===== src/rtl/seven_seg_scan_driver.sv =====
// Multiplexed seven-segment driver: sequential binary-to-BCD conversion,
// leading-zero blanking, overflow dashes and a continuously running digit scan.
module seven_seg_scan_driver #(
  parameter int DIGITS      = 8,
  parameter int VALUE_W     = 32,
  parameter int REFRESH_DIV = 131072,
  parameter int BLANK_LZ    = 1
) (
  input  logic               clk,
  input  logic               rst,
  input  logic [VALUE_W-1:0] value,
  input  logic               load,
  output logic               busy,
  output logic [DIGITS-1:0]  AN,
  output logic [6:0]         led
);

  // One spare nibble above both the converter and display widths keeps
  // the overflow test a plain OR over everything above the display.
  localparam int BCD_DIG = (VALUE_W * 30103) / 100000 + 1;
  localparam int BCD_N   = ((BCD_DIG > DIGITS) ? BCD_DIG : DIGITS) + 1;
  localparam int BCD_W   = 4 * BCD_N;
  localparam int DISP_W  = 4 * DIGITS;
  localparam int CNT_W   = $clog2(VALUE_W + 1);
  localparam int PRE_W   = $clog2(REFRESH_DIV);
  localparam int IDX_W   = (DIGITS > 1) ? $clog2(DIGITS) : 1;

  localparam logic [CNT_W-1:0] LAST_STEP = CNT_W'(VALUE_W - 1);
  localparam logic [PRE_W-1:0] PRE_TC    = PRE_W'(REFRESH_DIV - 1);
  localparam logic [IDX_W-1:0] IDX_TC    = IDX_W'(DIGITS - 1);
  localparam bit               LZ_EN     = (BLANK_LZ != 0);

  localparam logic [6:0] SEG_OFF  = 7'b1111111;
  localparam logic [6:0] SEG_DASH = 7'b1111110;

  logic [VALUE_W-1:0] bin_q;
  logic [VALUE_W-1:0] bin_nxt;
  logic [BCD_W-1:0]   bcd_q;
  logic [BCD_W-1:0]   bcd_adj;
  logic [BCD_W-1:0]   bcd_nxt;
  logic [CNT_W-1:0]   cnt_q;
  logic               busy_q;
  logic               last_step;
  logic               ovf_nxt;

  logic [DISP_W-1:0]  disp_q;
  logic               ovf_q;

  logic [PRE_W-1:0]   pre_q;
  logic [IDX_W-1:0]   idx_q;

  logic [3:0]         sel_nib;
  logic               sel_zero;
  logic               run_zero;
  logic               blank;
  logic [DIGITS-1:0]  an_nxt;
  logic [6:0]         led_nxt;
  logic [DIGITS-1:0]  an_q;
  logic [6:0]         led_q;

  function automatic logic [6:0] seg_of(input logic [3:0] n);
    logic [6:0] s;
    unique case (n)
      4'd0:    s = 7'b0000001;
      4'd1:    s = 7'b1001111;
      4'd2:    s = 7'b0010010;
      4'd3:    s = 7'b0000110;
      4'd4:    s = 7'b1001100;
      4'd5:    s = 7'b0100100;
      4'd6:    s = 7'b0100000;
      4'd7:    s = 7'b0001111;
      4'd8:    s = 7'b0000000;
      4'd9:    s = 7'b0000100;
      default: s = SEG_OFF;
    endcase
    return s;
  endfunction

  always_comb begin
    bcd_adj = bcd_q;
    for (int i = 0; i < BCD_N; i++) begin
      if (bcd_q[4*i +: 4] >= 4'd5) begin
        bcd_adj[4*i +: 4] = bcd_q[4*i +: 4] + 4'd3;
      end
    end
    bcd_nxt   = (bcd_adj << 1) | BCD_W'(bin_q[VALUE_W-1]);
    bin_nxt   = bin_q << 1;
    last_step = busy_q && (cnt_q == LAST_STEP);
    ovf_nxt   = |(bcd_nxt >> DISP_W);
  end

  // Display and overflow only change on the final step, so no partial
  // result is ever visible on the bus.
  always_ff @(posedge clk) begin
    if (rst) begin
      bin_q  <= '0;
      bcd_q  <= '0;
      cnt_q  <= '0;
      busy_q <= 1'b0;
      disp_q <= '0;
      ovf_q  <= 1'b0;
    end else if (!busy_q) begin
      if (load) begin
        bin_q  <= value;
        bcd_q  <= '0;
        cnt_q  <= '0;
        busy_q <= 1'b1;
      end
    end else begin
      bin_q <= bin_nxt;
      bcd_q <= bcd_nxt;
      cnt_q <= cnt_q + 1'b1;
      if (last_step) begin
        busy_q <= 1'b0;
        disp_q <= bcd_nxt[DISP_W-1:0];
        ovf_q  <= ovf_nxt;
      end
    end
  end

  always_ff @(posedge clk) begin
    if (rst) begin
      pre_q <= '0;
      idx_q <= '0;
    end else if (pre_q == PRE_TC) begin
      pre_q <= '0;
      idx_q <= (idx_q == IDX_TC) ? '0 : idx_q + 1'b1;
    end else begin
      pre_q <= pre_q + 1'b1;
    end
  end

  // Walk from the MSD down so run_zero means "this and all higher are 0".
  always_comb begin
    sel_nib  = '0;
    sel_zero = 1'b0;
    run_zero = 1'b1;
    for (int i = DIGITS - 1; i >= 0; i--) begin
      run_zero = run_zero & (disp_q[4*i +: 4] == 4'd0);
      if (idx_q == IDX_W'(i)) begin
        sel_nib  = disp_q[4*i +: 4];
        sel_zero = run_zero;
      end
    end
    blank = LZ_EN && (idx_q != '0) && sel_zero;
  end

  always_comb begin
    an_nxt  = ~(DIGITS'(1) << idx_q);
    led_nxt = seg_of(sel_nib);
    if (ovf_q) begin
      led_nxt = SEG_DASH;
    end else if (blank) begin
      led_nxt = SEG_OFF;
    end
  end

  always_ff @(posedge clk) begin
    if (rst) begin
      an_q  <= '1;
      led_q <= SEG_OFF;
    end else begin
      an_q  <= an_nxt;
      led_q <= led_nxt;
    end
  end

  assign busy = busy_q;
  assign AN   = an_q;
  assign led  = led_q;

endmodule


===== config.mk =====
export PLATFORM = sky130hd
export DESIGN_NAME = seven_seg_scan_driver
export DESIGN_NICKNAME = d
export VERILOG_FILES = /design/src/rtl/seven_seg_scan_driver.sv
export SDC_FILE = /design/constraint.sdc
export NUM_CORES = 1
export LEC_CHECK = 0
export ABC_AREA = 1
export BUFFER_PORTS_ARGS = -buffer_cell sky130_fd_sc_hd__buf_2
export CORE_UTILIZATION = 61
export CTS_BUF_LIST = sky130_fd_sc_hd__clkbuf_4 sky130_fd_sc_hd__clkbuf_8 sky130_fd_sc_hd__clkbuf_16
export DETAILED_ROUTE_END_ITERATION = 10
export PLACE_DENSITY = 0.86
export SYNTH_ARGS = -nofsm -noshare
export SYNTH_HDL_FRONTEND = slang
export SYNTH_SLANG_ARGS = --single-unit
export TNS_END_PERCENT = 5

===== constraint.sdc =====
create_clock -name clk -period 2.5 [get_ports clk]
set_input_delay 0.125 -clock clk [delete_from_list [all_inputs] [get_ports clk]]
set_output_delay 0.125 -clock clk [all_outputs]
set_load 0.005 [all_outputs]

==> results_dict.tcl, run 1 <==
set metrics [dict create \
    outcome "finished, violations left" \
    violations "DRC" \
    routed_wl_mm 17.3 \
    worst_path_dominant_cell_family "simple AND/OR/NAND/NOR gates" \
    synthDominantAreaCellType "dfxtp_1" \
    clock-sinks 151 \
    number_of_global_route_vias_before_repair 6449 \
    largest_family_of_logic_cells_by_synthesized_area "simple AND/OR/NAND/NOR gates" \
    clock_tree_from_tritoncts "yes" \
    cell_count_of_the_worst_reg_to_reg_path 18 \
    detailed_place.area_um2 7830 \
    rsz0062_at_grt "yes" \
    floorplan.die.width_um 112 \
    initialDrtViolationCount 591 \
    irDropWorstVdd_v 0.000563 \
    wire_length_of_the_first_global_routing_pass_mm 27.9 \
    dp_hpwl_mm 10.4 \
    critPathMostFrequentCell "nor2_4" \
    pin_count 51 \
    worst_slew_pin_slew_ps 1220 \
    ys_ff_latch 151 \
    netlist-cell-type-count 37 \
    detail_route.wl_per_cell_um 13.4 \
    worstReg2RegEnd "pre_q[7]" \
    fraction_of_the_cycle_the_final_worst_path_needs 0.983 \
    clock_latency_ps 430 \
    synthToLayoutAreaGrowth_pct 19.4 \
    maxClockFrequency_mhz 407 \
    leading_post_synthesis_cells_by_cell_area "dfxtp_1 41%, nand2_1 14%, inv_1 6.9%" \
    crit_path_top_delay_cell "dfxtp_2" \
    grt_overflow_total 0 \
    final_antenna_net_count 0 \
    firstDrtPassIters 10 \
    mux_cell_area_share_after_synthesis 0 \
    drc 1 \
    layoutNonFillerInstCount 1291 \
    numCtsBuffers 17 \
    critical_path.cell_chain "ha_4 -> nand2_4 -> nor2_4 -> nand2_2 -> nor2_4 -> nand3_4 -> nor3_4 -> nand2_2 -> nor2_4 -> nand2_2 -> inv_2 -> nand3_2 -> nor2_2 -> ha_2 -> nor2_4 -> buf_6 -> o21ai_2 -> a21oi_1" \
    finalWorstPathRequiredPeriod_ps 2460 \
    timing.max_slew.rel_slack 0.188 \
    drive_gt1_frac 0.141 \
    filler_cell_count 839 \
    post_synth_and_or_nand_nor_area_fraction 0.242 \
    via_count 6931 \
    slew_viol_final 0 \
    synth_seq_area_share 0.407 \
    worstReg2RegStart "pre_q[0]" \
    power-per-cell-area_nw_per_um2 595 \
    adder_and_majority_cell_fraction_of_the_synthesized_area 0.0624 \
    area_of_the_mapped_netlist_um2 7420 \
    antenna_violations_before_repair 1 \
    clock_pin_slew_reported_for_the_worst_setup_and_hold_paths_after_clock_tree_synthesis_ps 60 \
    final-setup-viol-count 0 \
    critPathKind "flop to flop" \
    final_nets 1210 \
    ys_dominant_reg_cell "dfxtp_1" \
    report.final.hold_viol_count 0 \
    yosys.area_share.xor_xnor 0.0248 \
    worstSetupStartpoint "pre_q[0]" \
    endpoint "pre_q[7]" \
    placementRows 39 \
    finish.instance_area_um2 8860 \
    critical_path_arrival_ps 2760 \
    worst_hold_path_type "input pin to flop" \
    total_leakage_power_nw 3.98 \
    port-buffer-count 50 \
    postSynthAreaPerCell_um2 7.02 \
    synth-async-reset-ratio 0 \
    crit_cells 18 \
    worst_setup_path_start_kind "flop" \
    synthesis_warning_total 0 \
    cp-end-kind "flop" \
    htreeDepth 4 \
    proportion_of_netlist_area_held_by_the_largest_area_contributor 0.407 \
    die_area_um2 12600 \
    post-layout-total-power_mw 5.27 \
    timing.clock.skew_ps 8.58 \
    largest_net_degree_at_the_start_of_global_routing 54 \
    initial_core_utilization 0.639 \
    cp_slowest_stage_delay_ps 360 \
    r2r_slack_ps 40 \
    clockRootBuffer "clkbuf_16" \
    core_area_um2 11600 \
    dieHeight_um 112 \
    post_drt_via_cell_ratio 5.37 \
    dp_cells 1226 \
    cts_buffer_depth 2 \
    synthesis.instances 1057 \
    synth-compound-area-share 0.168 \
    synth_enable_flop_cells 0 \
    critPathBufInv 2 \
    max_cap_viol_count 0 \
    worst-path-max-fanout 7 \
    synth_fp_nets 1129 \
    globalplace.congestion 0.842 \
    grtUsageTotal 0.274 \
    timing.critical_path.required_ps 2800 \
]
report_power, final:
| group | internal [mW] | switching [mW] | total [mW] |
|---|---|---|---|
| sequential | 2.45 | 0.0322 | 2.49 |
| combinational | 0.122 | 0.186 | 0.307 |
| clock | 1.54 | 0.941 | 2.48 |
how the worst min path moves through the flow:
stage          startpoint         to  slack [ps]  depth (start not counted)
6_report        value[31]  bin_q[31]           5                          5
3_3_place_gp    value[22]  bin_q[22]         410                          5
3_5_place_dp     value[4]   bin_q[4]         410                          5
4_1_cts         value[31]  bin_q[31]         0.9                          5
5_1_grt         value[31]  bin_q[31]          30                          5
2_1_floorplan        load   bin_q[0]         300                          2
synth_stat cells, drive strengths merged (8+ instances only):
library cell and instances:
clkbuf 31, buf 10, ha 37, xor2 20, dfxtp 151, o21ai 71
a21oi 102, inv 144, nor2 94, nand3 48, a211oi 11, nand2 285
o21a 8, a22oi 16
registers in the layout, summed over array words and instances (netlist names):
register  cells
bcd_q        44
bin_q        32
disp_q       32
pre_q        17
AN            8
led           7
cnt_q         6
idx_q         3
busy          1
ovf_q         1
logic make-up (layout without fill, tap and decap cells):
kind of cell | count (synthesis) | in the layout
adder cells (fa/ha/maj) | 37 | 37
flip-flops | 151 | 151
other | 0 | 1
AND/OR/NAND/NOR | 441 | 441
buffers and inverters | 186 | 276
XOR/XNOR | 21 | 21
AO/OA/AOI/OAI | 221 | 221
routing by layer:
metal | vias up | global-route usage | routed length (um)
li1 | 3537 | - | -
met3 | 35 | 0.0643 | 762
met5 | - | 0 | 0
met4 | 0 | 0.113 | 391
met1 | 3163 | 0.320 | 7600
met2 | 196 | 0.482 | 8510
final cells by class:
class	count	area (um^2)	share of cell area
Clock buffer	23	483	0.0545
Inverter	145	544	0.0614
Sequential cell	151	3030	0.342
Clock inverter	5	75.1	0.00847
Timing Repair Buffer	103	714	0.0806
Antenna cell	1	2.50	0.000282
Tap cell	143	179	0.0202
Multi-Input combinational cell	720	3840	0.433
what timing repair did:
item                                    4_1_cts  5_1_grt
gates resized for setup                       1       40
hold buffers                                 25        0
setup buffers                                 0       11
hold endpoints to repair                     25        0
pin swaps                                     0       12
endpoints found under the setup margin        1       26
stage by stage:
step                worst slack, ps  utilization  TNS [ps]  hold WS, ps
CTS                           -10.1        0.744     -12.9        0.856
global route                   -111        0.763      -784         26.6
finish                         41.3        0.763         0         4.57
detailed placement             42.7        0.674         0          412
global placement                120        0.674         0          407
floorplan                       254            -         0          299
cell usage in the layout, fill, tap and decap left out, types with 8 or more instances in the layout:
cell	n
dfxtp_1	146
a22oi_1	16
ha_1	32
o21ai_0	62
buf_2	50
a21oi_1	97
nor2_1	84
nand2_1	277
inv_2	11
buf_4	27
clkbuf_16	17
nand3_1	44
o21a_1	8
xor2_1	20
dlygate4sd3_1	25
a211oi_1	11
inv_1	133
tightest hold or removal path: cells and delay by family:
family | cells | cell delay, ps
buf+inv | 2 | 120
simple gates | 2 | 100
compound gates | 1 | 60
(Power assumes the default switching activity.)
==> run 2, diff against run 1 <==
==> config.mk (replaced) <==
export PLATFORM = sky130hd
export DESIGN_NAME = seven_seg_scan_driver
export DESIGN_NICKNAME = d
export VERILOG_FILES = /design/src/rtl/seven_seg_scan_driver.sv
export SDC_FILE = /design/constraint.sdc
export NUM_CORES = 1
export LEC_CHECK = 0
export BUFFER_PORTS_ARGS = -buffer_cell sky130_fd_sc_hd__buf_2
export CORE_UTILIZATION = 63
export CTS_BUF_LIST = sky130_fd_sc_hd__clkbuf_8
export DETAILED_ROUTE_END_ITERATION = 10
export PLACE_DENSITY = 0.89
export SYNTH_ARGS = -nofsm -noshare
export SYNTH_HDL_FRONTEND = slang
export SYNTH_SLANG_ARGS = --single-unit
==> results_dict.tcl, run 2 <==
set metrics [dict create \
    cell_count_of_the_worst_reg_to_reg_path 10 \
    worst_hold_path_type "input pin to flop" \
    post_drt_via_cell_ratio 5.87 \
    worstReg2RegEnd "led[0]" \
    max_cap_viol_count 0 \
    synthesis.instances 956 \
    largest_registers "bcd_q: 44 flops, bin_q: 32 flops, disp_q: 32 flops" \
    power-per-cell-area_nw_per_um2 548 \
    area_of_the_mapped_netlist_um2 7650 \
    postLayoutCoreUtil 0.734 \
    synthToLayoutAreaGrowth_pct 11.4 \
    sequential_area_um2 3030 \
    synthesis_warning_total 0 \
    num_antenna_cells 0 \
    timing.clock.skew_ps 8.04 \
    globalplace.congestion 0.906 \
    dp_cells 1112 \
    largest_net_degree_at_the_start_of_global_routing 79 \
    cts_buffer_depth 2 \
    critical_path_arrival_ps 2720 \
    fraction_of_the_cycle_the_final_worst_path_needs 0.948 \
    wire_length_of_the_first_global_routing_pass_mm 28.0 \
    die_area_um2 12600 \
    adder_and_majority_cell_fraction_of_the_synthesized_area 0.0605 \
    clock_pin_slew_reported_for_the_worst_setup_and_hold_paths_after_clock_tree_synthesis_ps 80 \
    timing.critical_path.required_ps 2850 \
    final_antenna_net_count 0 \
    floorplan.die.width_um 112 \
    synth_seq_area_share 0.395 \
    firstDrtPassIters 9 \
    dieHeight_um 112 \
    initial_core_utilization 0.659 \
    finalWorstPathRequiredPeriod_ps 2370 \
    total_leakage_power_nw 3.38 \
    htreeDepth 4 \
    synth.top_cells.by_count "151 x dfxtp_1, 150 x nor2_1, 123 x a21oi_1" \
    synth_enable_flop_cells 0 \
    numCtsBuffers 17 \
    detail_route.wl_per_cell_um 14.5 \
    synthDominantAreaCellType "dfxtp_1" \
    synth_fp_nets 1028 \
    dp_hpwl_mm 11.3 \
    synth-async-reset-ratio 0 \
    report.final.hold_viol_count 0 \
    number_of_flip_flops_in_the_largest_register 44 \
    max_flop_register "bcd_q" \
    final.hold.worst_slack_ps 13.8 \
    clock_latency_ps 460 \
    mostFrequentLayoutCells "150 x nor2_1, 147 x dfxtp_1, 122 x a21oi_1, 88 x nand2_1, 49 x buf_2" \
    netlist-cell-type-count 59 \
    cp-end-kind "flop" \
    port-buffer-count 50 \
    ys_dominant_reg_cell "dfxtp_1" \
    pin_count 51 \
    grtUsageTotal 0.275 \
    filler_cell_count 885 \
    grt_overflow_total 0 \
    critPathKind "flop to flop" \
    drive_gt1_frac 0.133 \
    endpoint "led[0]" \
    worst_slew_pin_slew_ps 723 \
    number_of_global_route_vias_before_repair 6343 \
    multiInputGateArea_um2 4310 \
    proportion_of_netlist_area_held_by_the_largest_area_contributor 0.395 \
    post-synth-top-count-cell "dfxtp_1" \
    worst-path-max-fanout 14 \
    leading_post_synthesis_cells_by_cell_area "dfxtp_1 40%, a21oi_1 8.0%, nor2_1 7.4%" \
    placementRows 39 \
    clock_tree_from_tritoncts "yes" \
    outcome "finished, violations left" \
    timing.max_slew.rel_slack 0.518 \
    post_synth_and_or_nand_nor_area_fraction 0.232 \
    core_area_um2 11600 \
    worstSetupStartpoint "idx_q[1]" \
    maxClockFrequency_mhz 422 \
    antenna_violations_before_repair 0 \
    routed_wl_mm 16.6 \
    cp_slowest_stage_delay_ps 380 \
    drc 1 \
    initialDrtViolationCount 391 \
    via_count 6729 \
    layoutNonFillerInstCount 1146 \
    final_nets 1062 \
    mux_cell_area_share_after_synthesis 0.0628 \
    crit_path_top_delay_cell "o32ai_4" \
    final-setup-viol-count 0 \
    yosys.area_share.xor_xnor 0.0263 \
    ys_ff_latch 151 \
    synth-compound-area-share 0.170 \
    slew_viol_final 0 \
    largest_family_of_logic_cells_by_synthesized_area "simple AND/OR/NAND/NOR gates" \
    clock-sinks 151 \
    irDropWorstVdd_v 0.000505 \
    worstReg2RegStart "idx_q[1]" \
    most_common_cell_after_layout_fill_and_taps_aside "nor2_1" \
    postSynthAreaPerCell_um2 8.00 \
    r2r_slack_ps 130 \
    fin_tns_setup_ps 0 \
    worst_setup_path_start_kind "flop" \
    violations "DRC" \
    clockRootBuffer "clkbuf_8" \
    critical_path.cell_chain "inv_1 -> ha_1 -> buf_6 -> nor3b_2 -> o31ai_2 -> a221oi_4 -> o32ai_4 -> xnor2_1 -> a211oi_1 -> a211o_1" \
]
[run 2: routing by layer]
layer,global-route usage,routed length (um)
met5,0,0
met4,0.110,306
met3,0.0788,1020
met2,0.469,8060
met1,0.326,7230
[run 2: worst min path at each step]
| stage | startpoint | slack (ps) | depth (start not counted) | to |
|---|---|---|---|---|
| after floorplan | rst | 240 | 2 | led[1] |
| after global placement | value[0] | 400 | 3 | bin_q[0] |
| after detailed placement | pre_q[0] | 440 | 1 | pre_q[0] |
| after CTS | value[15] | 3 | 5 | bin_q[15] |
| after global routing | rst | 20 | 2 | bcd_q[13] |
| final | value[15] | 10 | 5 | bin_q[15] |
[run 2: worst max-delay path: cells and delay by family, from the launching register on]
| family | cells | cell delay (ps) |
|---|---|---|
| flops | 1 | 350 |
| buf+inv | 2 | 290 |
| fa+ha+maj | 1 | 260 |
| compound gates | 5 | 1130 |
| xor+xnor | 1 | 160 |
| simple gates | 1 | 70 |
[run 2: what timing repair did]
item                                    CTS  global route
endpoints found under the hold margin     1             0
gates resized for setup                   3            18
pin swaps                                 0             3
setup buffers                             0             1
hold buffers                              1             0
endpoints found under the setup margin    3             7
[run 2: per-stage QoR]
| stage | setup WS (ps) | total power [mW] | cell area (um^2) |
|---|---|---|---|
| final | 129 | 4.67 | 8520 |
| after global routing | -8.07 | 4.85 | 8520 |
| after CTS | 38.3 | 4.70 | 8450 |
| after detailed placement | -3.65 | 2.81 | 8020 |
| after global placement | 114 | 2.80 | 8020 |
| after floorplan | 11.6 | 2.72 | 7680 |
[run 2: logic make-up after synthesis]
family | after synthesis
compound gates | 217
xor+xnor | 23
fa+ha+maj | 37
buf+inv | 99
flops | 151
mux | 48
simple gates | 381
[run 2: power breakdown]
part	internal, mW	switching, mW
Combinational	0.100	0.174
Sequential	2.45	0.0301
Clock	0.992	0.926
Total	3.54	1.13
[run 2: final cells by class]
| cell class | instances | area share |
|---|---|---|
| Sequential cell | 151 | 0.356 |
| Inverter | 39 | 0.0172 |
| Clock buffer | 21 | 0.0339 |
| Timing Repair Buffer | 75 | 0.0524 |
| Multi-Input combinational cell | 706 | 0.505 |
| Clock inverter | 11 | 0.0142 |
| Tap cell | 143 | 0.0210 |
==> run 3, diff against run 2 <==
--- a/config.mk
+++ b/config.mk
@@ -5,7 +5,9 @@
 export SDC_FILE = /design/constraint.sdc
 export NUM_CORES = 1
 export LEC_CHECK = 0
+export ABC_AREA = 1
 export BUFFER_PORTS_ARGS = -buffer_cell sky130_fd_sc_hd__buf_2
+export CORE_MARGIN = 4
 export CORE_UTILIZATION = 63
 export CTS_BUF_LIST = sky130_fd_sc_hd__clkbuf_8
 export DETAILED_ROUTE_END_ITERATION = 10
==> results_dict.tcl, run 3 (same netlist as run 1, synthesis figures left out) <==
set metrics [dict create \
    drive_gt1_frac 0.142 \
    placementRows 39 \
    clock-sinks 151 \
    critPathKind "flop to flop" \
    initialDrtViolationCount 592 \
    finalWorstPathRequiredPeriod_ps 2550 \
    worst_setup_path_start_kind "flop" \
    antenna_violations_before_repair 0 \
    dp_hpwl_mm 11.0 \
    cp-end-kind "flop" \
    detail_route.wl_per_cell_um 13.5 \
    clockRootBuffer "clkbuf_8" \
    final.hold.worst_slack_ps 19.2 \
    violations "setup timing" \
    worst_slew_pin_slew_ps 558 \
    placement.setup.worst_slack_ps 2.92 \
    post-layout-total-power_mw 4.88 \
    timing.clock.skew_ps 11.1 \
    worstReg2RegStart "pre_q[1]" \
    htreeDepth 4 \
    report.final.hold_viol_count 0 \
    sequential_area_um2 3030 \
    endpoint "pre_q[5]" \
    grt_overflow_total 0 \
    most_common_cell_after_layout_fill_and_taps_aside "nand2_1" \
    worstReg2RegEnd "pre_q[5]" \
    die_area_um2 13600 \
    max_cap_viol_count 0 \
    floorplan.die.width_um 117 \
    clock_latency_ps 460 \
    timing.critical_path.required_ps 2840 \
    via_count 7014 \
    post_drt_via_cell_ratio 5.40 \
    number_of_flip_flops_in_the_largest_register 44 \
    power-per-cell-area_nw_per_um2 554 \
    final-setup-viol-count 7 \
    rsz0062_at_grt "yes" \
    final_antenna_net_count 0 \
    cell_count_of_the_worst_reg_to_reg_path 18 \
    dieHeight_um 117 \
    filler_cell_count 743 \
    largest_net_degree_at_the_start_of_global_routing 53 \
    synthToLayoutAreaGrowth_pct 18.7 \
    critical_path_arrival_ps 2890 \
    port-buffer-count 50 \
    wire_length_of_the_first_global_routing_pass_mm 29.2 \
    multiInputGateArea_um2 3820 \
    postLayoutCoreUtil 0.769 \
    detailed_place.area_um2 7840 \
    num_antenna_cells 0 \
    final_nets 1216 \
    numCtsBuffers 17 \
    initial_core_utilization 0.647 \
    maxClockFrequency_mhz 392 \
    layoutNonFillerInstCount 1300 \
    routed_wl_mm 17.5 \
    grtUsageTotal 0.269 \
    largest_registers "bcd_q: 44 flops, bin_q: 32 flops, disp_q: 32 flops" \
    total_leakage_power_nw 3.95 \
    max_flop_register "bcd_q" \
    worst_hold_path_type "input pin to flop" \
    irDropWorstVdd_v 0.000617 \
    worst-path-max-fanout 7 \
    worstSetupStartpoint "pre_q[1]" \
    timing.max_slew.rel_slack 0.627 \
    finish.instance_area_um2 8810 \
    finalWorstSetupSlack_ps -48.1 \
    globalplace.congestion 0.901 \
    drc 0 \
    mostFrequentLayoutCells "278 x nand2_1, 147 x dfxtp_1, 133 x inv_1, 93 x a21oi_1, 85 x nor2_1" \
    number_of_global_route_vias_before_repair 6504 \
    fin_tns_setup_ps -122 \
    clock_tree_from_tritoncts "yes" \
    pin_count 51 \
    fraction_of_the_cycle_the_final_worst_path_needs 1.02 \
    outcome "finished, violations left" \
    slew_viol_final 0 \
    firstDrtPassIters 5 \
    core_area_um2 11500 \
    r2r_slack_ps -50 \
    cts_buffer_depth 2 \
    clock_pin_slew_reported_for_the_worst_setup_and_hold_paths_after_clock_tree_synthesis_ps 80 \
    dp_cells 1226 \
]
[run 3: changes by cell type in the layout (fill, tap and decap cells not counted), sizes merged, moves of 15 or more]
cell,previous run,this run
nor3,37,3
a21oi,125,102
nand3,24,48
nand2,88,285
dlygate4sd3,1,32
nor2,150,94
and3,16,0
o21ai,41,71
inv,44,144
a22oi,1,16
mux2i,48,0
nand2b,20,0
[run 3: how the worst min path moves through the flow]
| stage | cells past startpoint | from | slack (ps) | end |
|---|---|---|---|---|
| after floorplan | 2 | load | 300 | bin_q[0] |
| after global placement | 5 | value[21] | 410 | bin_q[21] |
| after detailed placement | 5 | value[2] | 410 | bin_q[2] |
| after CTS | 5 | value[27] | 9 | bin_q[27] |
| after global routing | 5 | value[27] | 20 | bin_q[27] |
| final | 5 | value[27] | 20 | bin_q[27] |
[run 3: critical path, stage by stage, from the launching register on]
cell and delay [ps]:
dfxtp_2 360, ha_4 160, nand2_4 60, nor2_4 120, nand2_4 80, nor2_4 160
nand3_4 100, nor3_4 200, nand2_1 120, nor2_2 170, nand2_2 80, inv_2 70
nand3_2 60, nor2_1 130, ha_2 220, nor2_4 60, buf_6 150, o21ai_2 60
a21oi_1 60
[run 3: power breakdown]
group / total [mW] / switching [mW] / internal (mW) / leakage [nW]
Sequential: 2.48 / 0.0307 / 2.45 / 1.23
Combinational: 0.324 / 0.193 / 0.131 / 2.51
Clock: 2.08 / 0.914 / 1.16 / 0.217
[run 3: metal layers]
metal	share of wire	vias to the layer above	track usage
met5	0	-	0
met4	0.027	0	0.111
met3	0.052	42	0.0627
met2	0.50	214	0.463
met1	0.42	3218	0.323
li1	-	3540	-
[run 3: repair_timing]
item / CTS / global route
gates resized for setup: 3 / 37
pin swaps: 1 / 9
endpoints found under the setup margin: 8 / 24
hold buffers: 32 / 0
endpoints found under the hold margin: 31 / 0
setup buffers: 1 / 9
[run 3: cell type report]
class                      count  share of cell area
clock buffer                  20              0.0312
timing repair buffer         109              0.0896
clock inverter                12              0.0197
multi-input combinational    720               0.433
sequential                   151               0.344
inverter                     145              0.0620
tap                          143              0.0203
